### config.mk
export PLATFORM = sky130hd
export DESIGN_NAME = mem_access_unit
export DESIGN_NICKNAME = d
export VERILOG_FILES = /design/src/rtl/mem_access_unit.sv
export SDC_FILE = /design/constraint.sdc
export NUM_CORES = 1
export LEC_CHECK = 0
export CAP_MARGIN = 20
export CELL_PAD_IN_SITES_DETAIL_PLACEMENT = 0
export CELL_PAD_IN_SITES_GLOBAL_PLACEMENT = 1
export CORE_ASPECT_RATIO = 1.25
export CORE_MARGIN = 8
export CORE_UTILIZATION = 38
export CTS_CLUSTER_DIAMETER = 100
export DETAILED_ROUTE_END_ITERATION = 10
export DONT_BUFFER_PORTS = 1
export PLACE_DENSITY_LB_ADDON = 0.1
export SLEW_MARGIN = 20
export SYNTH_ARGS = -nofsm -noshare
export SYNTH_HDL_FRONTEND = slang
export SYNTH_SLANG_ARGS = --single-unit
### constraint.sdc
create_clock -name clk -period 3.35 [get_ports clk]
set_input_delay 1.005 -clock clk [delete_from_list [all_inputs] [get_ports clk]]
set_output_delay 1.005 -clock clk [all_outputs]
set_load 0.02 [all_outputs]
### src/rtl/mem_access_unit.sv
// Load/store sequencer between execute stage and a word-wide data memory.
// Sub-word stores are read-modify-write; loads are lane-selected and extended.
module mem_access_unit (
  input  logic        clk,
  input  logic        reset,
  input  logic        req_valid,
  output logic        req_ready,
  input  logic        req_write,
  input  logic [1:0]  req_width,
  input  logic        req_signed,
  input  logic [31:0] req_addr,
  input  logic [31:0] req_wdata,
  input  logic [31:0] req_pc,
  output logic        resp_valid,
  output logic [31:0] resp_rdata,
  output logic        resp_err,
  output logic        mem_write_enable,
  output logic [31:0] mem_addr,
  output logic [31:0] mem_write,
  input  logic [31:0] mem_read,
  output logic [31:0] mem_pc
);

  typedef enum logic [1:0] {
    S_IDLE = 2'b00,
    S_RD   = 2'b01,
    S_WR   = 2'b10,
    S_RESP = 2'b11
  } state_e;

  typedef enum logic [1:0] {
    W_WORD = 2'b00,
    W_HALF = 2'b01,
    W_BYTE = 2'b10,
    W_ILL  = 2'b11
  } width_e;

  state_e      state_q, state_d;
  logic [31:0] addr_q, addr_d;
  width_e      width_q, width_d;
  logic        signed_q, signed_d;
  logic        write_q, write_d;
  logic [31:0] pc_q, pc_d;
  logic [31:0] wword_q, wword_d;
  logic [31:0] rdata_q, rdata_d;
  logic        err_q, err_d;

  function automatic logic misaligned(input width_e w, input logic [1:0] lo);
    logic bad;
    case (w)
      W_WORD:  bad = (lo != 2'b00);
      W_HALF:  bad = lo[0];
      W_BYTE:  bad = 1'b0;
      default: bad = 1'b1;
    endcase
    return bad;
  endfunction

  function automatic logic [31:0] load_extract(input logic [31:0] word,
                                               input logic [1:0]  lo,
                                               input width_e      w,
                                               input logic        sgn);
    logic [7:0]  b;
    logic [15:0] h;
    logic [31:0] r;
    b = word[{lo, 3'b000} +: 8];
    h = lo[1] ? word[31:16] : word[15:0];
    case (w)
      W_BYTE:  r = {{24{sgn & b[7]}}, b};
      W_HALF:  r = {{16{sgn & h[15]}}, h};
      default: r = word;
    endcase
    return r;
  endfunction

  function automatic logic [31:0] store_merge(input logic [31:0] word,
                                              input logic [31:0] data,
                                              input logic [1:0]  lo,
                                              input width_e      w);
    logic [31:0] r;
    r = word;
    case (w)
      W_BYTE: r[{lo, 3'b000} +: 8] = data[7:0];
      W_HALF: begin
        if (lo[1]) r[31:16] = data[15:0];
        else       r[15:0]  = data[15:0];
      end
      default: r = data;
    endcase
    return r;
  endfunction

  always_ff @(posedge clk or negedge reset) begin
    if (!reset) begin
      state_q  <= S_IDLE;
      addr_q   <= '0;
      width_q  <= W_WORD;
      signed_q <= 1'b0;
      write_q  <= 1'b0;
      pc_q     <= '0;
      wword_q  <= '0;
      rdata_q  <= '0;
      err_q    <= 1'b0;
    end else begin
      state_q  <= state_d;
      addr_q   <= addr_d;
      width_q  <= width_d;
      signed_q <= signed_d;
      write_q  <= write_d;
      pc_q     <= pc_d;
      wword_q  <= wword_d;
      rdata_q  <= rdata_d;
      err_q    <= err_d;
    end
  end

  // Response registers default to 0 so they are only non-zero during RESP.
  always_comb begin
    state_d  = state_q;
    addr_d   = addr_q;
    width_d  = width_q;
    signed_d = signed_q;
    write_d  = write_q;
    pc_d     = pc_q;
    wword_d  = wword_q;
    rdata_d  = '0;
    err_d    = 1'b0;
    case (state_q)
      S_IDLE: begin
        if (req_valid) begin
          addr_d   = req_addr;
          width_d  = width_e'(req_width);
          signed_d = req_signed;
          write_d  = req_write;
          pc_d     = req_pc;
          wword_d  = req_wdata;
          if (misaligned(width_e'(req_width), req_addr[1:0])) begin
            err_d   = 1'b1;
            state_d = S_RESP;
          end else if (req_write && (width_e'(req_width) == W_WORD)) begin
            state_d = S_WR;
          end else begin
            state_d = S_RD;
          end
        end
      end
      S_RD: begin
        if (write_q) begin
          wword_d = store_merge(mem_read, wword_q, addr_q[1:0], width_q);
          state_d = S_WR;
        end else begin
          rdata_d = load_extract(mem_read, addr_q[1:0], width_q, signed_q);
          state_d = S_RESP;
        end
      end
      S_WR: begin
        state_d = S_RESP;
      end
      default: begin
        addr_d   = '0;
        width_d  = W_WORD;
        signed_d = 1'b0;
        write_d  = 1'b0;
        pc_d     = '0;
        wword_d  = '0;
        state_d  = S_IDLE;
      end
    endcase
  end

  assign req_ready        = (state_q == S_IDLE);
  assign resp_valid       = (state_q == S_RESP);
  assign resp_rdata       = rdata_q;
  assign resp_err         = err_q;
  assign mem_write_enable = (state_q == S_WR) && reset;
  assign mem_addr         = {addr_q[31:2], 2'b00};
  assign mem_write        = wword_q;
  assign mem_pc           = pc_q;

endmodule

==> results of run 1 <==
-- per-stage QoR --
step	worst slack (ns)	power [uW]	std cells	cell area [um2]
after floorplan	1.12	5280	716	6710
after global placement	1.06	5800	869	6650
after detailed placement	0.983	5900	869	6650
after CTS	0.671	7930	901	7280
after global routing	0.623	8360	901	7280
final	0.710	7820	901	7280
-- cells by family after synthesis --
group,after synthesis,share of synthesized area
AND/OR/NAND/NOR,242,0.149
AO/OA/AOI/OAI,196,0.202
flip-flops,135,0.504
buffers and inverters,102,0.0802
multiplexers,28,0.0439
adder cells (fa/ha/maj),11,0.0205
other,1,0.000559
-- report_power, final --
part | leakage [uW] | switching, uW | internal [uW] | total, uW
Clock | 0.000295 | 757 | 1260 | 2010
Sequential | 0.00178 | 1020 | 2160 | 3180
Combinational | 0.00113 | 1710 | 913 | 2630
-- synthesized netlist by cell type, types with 2 or more instances --
| cell | number |
|---|---|
| a211oi_1 | 3 |
| nor2_1 | 23 |
| dfrtp_1 | 135 |
| a221o_1 | 16 |
| buf_4 | 32 |
| clkbuf_1 | 29 |
| o21ai_0 | 63 |
| a32oi_1 | 17 |
| mux2i_1 | 26 |
| a21o_1 | 7 |
| buf_6 | 2 |
| a22o_1 | 7 |
| and2_1 | 2 |
| nor2b_1 | 11 |
| o2bb2ai_1 | 15 |
| ha_1 | 11 |
| nor3_1 | 2 |
| nand2_1 | 188 |
| o311ai_0 | 2 |
| inv_1 | 18 |
| a21oi_1 | 30 |
| buf_2 | 16 |
| a211o_1 | 2 |
| a22oi_1 | 14 |
| a222oi_1 | 8 |
| nand2b_1 | 6 |
| buf_1 | 5 |
| o21ai_1 | 6 |
| nor4bb_1 | 2 |
-- area by class of cell --
type                       instances  share of cell area
tap                              224              0.0385
multi-input combinational        479               0.387
timing repair buffer              13              0.0151
sequential                       135               0.464
clock inverter                    13              0.0268
clock buffer                      19              0.0595
inverter                          18             0.00928
-- worst max-delay path, cell delays in order (launching register included) --
cell     delay [ns]
dfrtp_1        0.41
inv_1          0.13
ha_1           0.37
and2_1         0.31
-- path summary, 6_finish.rpt --
check,end,slack (ns),cells past startpoint
hold / removal,resp_rdata[17],0.28,0
min in group clk,width_q[1],0.52,2
max in group asynchronous,mem_pc[17],2.89,0
hold reg to reg,width_q[1],0.52,2
setup / recovery,mem_write_enable,0.71,3
setup reg to reg,mem_write[4],1.01,7
-- registers in the layout, summed over array words and instances, names as in the netlist, 2 cells and up --
signal      count
width_q         2
addr_q         32
resp_rdata     32
mem_pc         32
mem_write      32
state_q         2
-- metal layers --
layer	vias to the layer above	track usage	wire (um)
met5	-	0	0
met4	0	0.0645	396
met3	18	0.0843	2470
met2	225	0.327	11000
met1	2390	0.198	7440
li1	2349	-	-
==> results.md, run 1 <==
- Status: finished, final reports clean
- Post-CTS Resized: 0
- First-pass GRT wire length: between 30,000 and 40,000 um
- Fmax: between 0.3 and 0.4 GHz
- Initial antenna violation count: 0
- Sequential area share after synthesis: 0.504
- Startpoint Class: flop
- Total track usage: 0.188
- Reg clk slew, reported paths: 0.06 ns
- Overall routed net length: ~21,000 um
- Post-synthesis area per instance: around 9.4 um2
- Hold slack: 0.277 ns
- Vias in the first global route: approximately 5,200
- GP Congestion: a little over 0.8
- 1st-pass router iterations: 6
- Fin. max-slew vios: 0
- Cell variety after synth: 46
- NumNets Final: 810
- Die Ht: around 160 um
- Most frequent cells in the layout: 188 x nand2_1, 135 x dfrtp_1, 63 x o21ai_0
- Setup-failing EPs final: 0
- Grt ovf: 0
- RSZ-0062 raised after global routing: false
- Post-route DRC violation count: 0
- CP Capture Type: primary output
- RR Startpoint: width_q[1]
- Synthesized instance count: slightly above 700
- Maximum VDD drop: ~0.00048 V
- Die Span X: 135 um
- Async S/R FF share, synth: 1.00
- Fin Setup TNS: 0 ns
- Fillcell total: approximately 1,700
- Synthesized area: between 6000 and 7000 um2
- H-tree levels: 4
- DRT iter0 DRCs: roughly 350
- CTS Hold Bufs: 0
- FP Rows: 54
- Period minus WS final: 2.64 ns
- Worst Skew: between 0.007 and 0.008 ns
- Vias per std cell: approximately 5.5
- Clock latency on the worst-skew pair: ~0.42 ns
- CTS tree: done
- Core area: roughly 17,000 um2
- Tightest Pin Transition: 0.718 ns
- WL per Instance: approximately 24 um
- Port-buffer cells: 0
- Critical path class: flop to primary output
- Register area: roughly 3400 um2
- Most common cell after layout, fill and taps aside: nand2_1
- Req. time, crit path: 2.34 ns
- Relative slew slack: 0.521
- HP Class: input pin to asynchronous set/reset pin
- Crit path DAT: approximately 1.6 ns
- Critical Path Source: state_q[0]
- Core Util, Final: 0.419
- Largest net degree at the start of global routing: approximately 140
- Worst-path fanout max: 5
- Max-cap violations: 0
- # diodes: 0
- CTS Sinks: about 140
- DR vias: between 4,000 and 5,000
- Period utilisation layout: 0.788
- I/O Pins: 267
- Area leader, netlist: dfrtp_1
- Number of synthesized flops with an enable pin: 0
- Layout cells sized above 1: 0.0753
- Yosys warns: 0
- Pwr Density: about 1100 nW/um2
- Die ar.: between 20,000 and 25,000 um2
- Starting Density: 0.386
- HPWL after DPL: roughly 16,000 um
- Hold Vio Cnt, Final: 0
- Post-DRT Antenna Nets: 0
- Clock root buffer: clkbuf_16
- Number of synthesized register bits: about 140
- Number of post-CTS setup repair buffers: 0
- Main area contributors after synthesis: dfrtp_1 50%, nand2_1 11%, o21ai_0 4.7%, mux2i_1 3.9%, buf_4 3.6%
- Pleak: ~0.0032 uW
- Area occupied by multi-input gates: approximately 2800 um2
- Most common flop cell mapped by yosys: dfrtp_1
- Yosys top cell area share: 0.504
- Clk buf depth: 2
- Area grow syn2layout: 8.57%
- CTS Buf Count: 17
Note: power is estimated with default switching activity, not from simulation.
==> run 2, diff against run 1 <==
clock period = 2.2 ns   (was 3.35 ns; I/O delays follow)
==> results.md, run 2 (synthesis gave the netlist of run 1 again) <==
- Vias in the first global route: approximately 5,200
- Status: finished with violations
- CTS Buf Count: 17
- Largest net degree at the start of global routing: between 100 and 150
- Vias per std cell: roughly 5.5
- Clk buf depth: 2
- Maximum VDD drop: between 0.0006 and 0.0007 V
- CP cell instances: inv_1 -> ha_4 -> buf_12
- Overall routed net length: around 21,000 um
- Period minus WS final: 2.14 ns
- Core area: 17,400 um2
- Area grow syn2layout: 9.95%
- Clk pwr share: 0.252
- Fin Setup TNS: 0 ns
- FP Rows: 54
- Worst r2r path cells: 6
- Worst-path fanout max: 64
- Period utilisation layout: 0.971
- Req. time, crit path: ~1.5 ns
- CP bufs+invs: 2
- Most used routing layer: met2
- Total track usage: 0.189
- Grt ovf: 0
- Met3 GRT Util: 0.0883
- WL per Instance: between 20 and 25 um
- CP Capture Type: primary output
- Crit-path slowest cell: dfrtp_1
- Clock latency on the worst-skew pair: about 0.42 ns
- Number of post-CTS setup repair buffers: 0
- Post-route DRC violation count: 0
- RSZ-0062 raised after global routing: true
- Post-DRT Antenna Nets: 0
- Fin. max-slew vios: 0
- CP peak stage delay: 0.41 ns
- Failing checks: hold timing
- Pwr Density: around 1600 nW/um2
- # diodes: 0
- Pleak: between 0.003 and 0.004 uW
- Met1 Usage GRT: 0.189
- Port-buffer cells: 0
- Initial antenna violation count: 0
- Critical path class: flop to primary output
- Critical Path Stages: 3
- Hold Vio Cnt, Final: 131
- Setup-failing EPs final: 0
- H-tree levels: 4
- Largest delay share family, worst path: buffers and inverters
- Startpoint Class: flop
- Die ar.: ~22,000 um2
- Most frequent cells in the layout: 188 x nand2_1, 135 x dfrtp_1, 63 x o21ai_0
- NumNets Final: between 800 and 900
- Combinational Power Share: 0.349
- Reg2Reg Setup Slack: around 0.17 ns
- Clock root buffer: clkbuf_16
- I/O Pins: 267
- GP Congestion: roughly 0.8
- Die Span X: about 130 um
- CTS tree: done
- Most common cell after layout, fill and taps aside: nand2_1
- DRT iter0 DRCs: 407
- Internal: ~6700 uW
- Die Ht: 165 um
- HPWL after DPL: around 16,000 um
- Crit path DAT: roughly 1.5 ns
- P_sw: around 5400 uW
- Sequential Power Share: 0.399
- Met2 Track Usage GR: 0.320
- Max-cap violations: 0
- CTS Sinks: about 140
- Fillcell total: ~1,700
- Relative slew slack: 0.432
- Starting Density: 0.386
- Reg2reg end: state_q[0]
- DR vias: roughly 5,000
- HP Class: input pin to asynchronous set/reset pin
- Worst Skew: 0.0118 ns
- Reg clk slew, reported paths: approximately 0.070 ns
- RR Startpoint: state_q[0]
- 1st-pass router iterations: 5
- Layout cells sized above 1: 0.0921
- Tightest Pin Transition: around 0.84 ns
- Sw Share: 0.446
- Fmax: about 0.47 GHz
- First-pass GRT wire length: around 32,000 um
- Hold slack: -0.0705 ns
run 2: changes by cell type in the layout (fill, tap and decap cells not counted), sizes merged:
cell / before / now
buf: 13 / 20
inv: 21 / 24
clkinvlp: 3 / 1
clkbuf: 19 / 18
bufinv: 4 / 3
clkinv: 3 / 4
run 2: layout make-up:
type                            count  area [um2]  area share
Multi-Input combinational cell    479        2830       0.384
Inverter                           18        67.6     0.00916
Sequential cell                   135        3380       0.458
Clock inverter                     14         186      0.0253
Tap cell                          224         280      0.0380
Timing Repair Buffer               20         188      0.0255
Clock buffer                       18         439      0.0596
run 2: worst max path at each step:
stage                             to   startpoint  slack, ns
floorplan                  mem_pc[0]   state_q[0]       0.24
global placement          state_q[0]  req_addr[1]       0.13
detailed placement        state_q[0]  req_addr[1]       0.17
CTS                 mem_write_enable   state_q[0]       0.03
global route               req_ready   state_q[0]      -0.03
finish                     req_ready   state_q[0]       0.06
run 2: worst register-to-register path: stages, from the launching register on:
cell	delay, ns
dfrtp_1	0.41
inv_1	0.17
ha_4	0.18
buf_12	0.27
o311ai_0	0.40
and4b_1	0.32
o31ai_1	0.19
run 2: what timing repair did:
item,4_1_cts,5_1_grt
endpoints found under the hold margin,135,135
resized for setup,2,2
setup endpoints to repair,1,3
run 2: per-stage QoR:
| step | std cells | util | setup slack [ns] | power, uW | instance area [um2] |
|---|---|---|---|---|---|
| 6_report | 908 | 0.425 | 0.0637 | 12100 | 7370 |
| 5_1_grt | 908 | 0.425 | -0.0290 | 12900 | 7370 |
| 4_1_cts | 908 | 0.424 | 0.0261 | 12200 | 7360 |
| 3_5_place_dp | 876 | 0.388 | 0.172 | 9150 | 6730 |
| 3_3_place_gp | 876 | 0.388 | 0.134 | 9040 | 6730 |
| 2_1_floorplan | 716 | - | 0.242 | 8040 | 6710 |
run 2: layer usage:
| metal | share of wire | wire length (um) | up-vias |
|---|---|---|---|
| met4 | 0.038 | 808 | 0 |
| met5 | 0 | 0 | - |
| met1 | 0.34 | 7320 | 2397 |
| li1 | - | - | 2361 |
| met3 | 0.12 | 2560 | 36 |
| met2 | 0.50 | 10600 | 223 |
run 2: power by group through the flow:
stage / combinational (uW) / sequential [uW] / clock [uW]
2_1_floorplan: 3620 / 4420 / 0
6_report: 4210 / 4820 / 3040
3_3_place_gp: 4140 / 4900 / 0
3_5_place_dp: 4250 / 4900 / 0
5_1_grt: 4760 / 4930 / 3200
4_1_cts: 4250 / 4860 / 3110
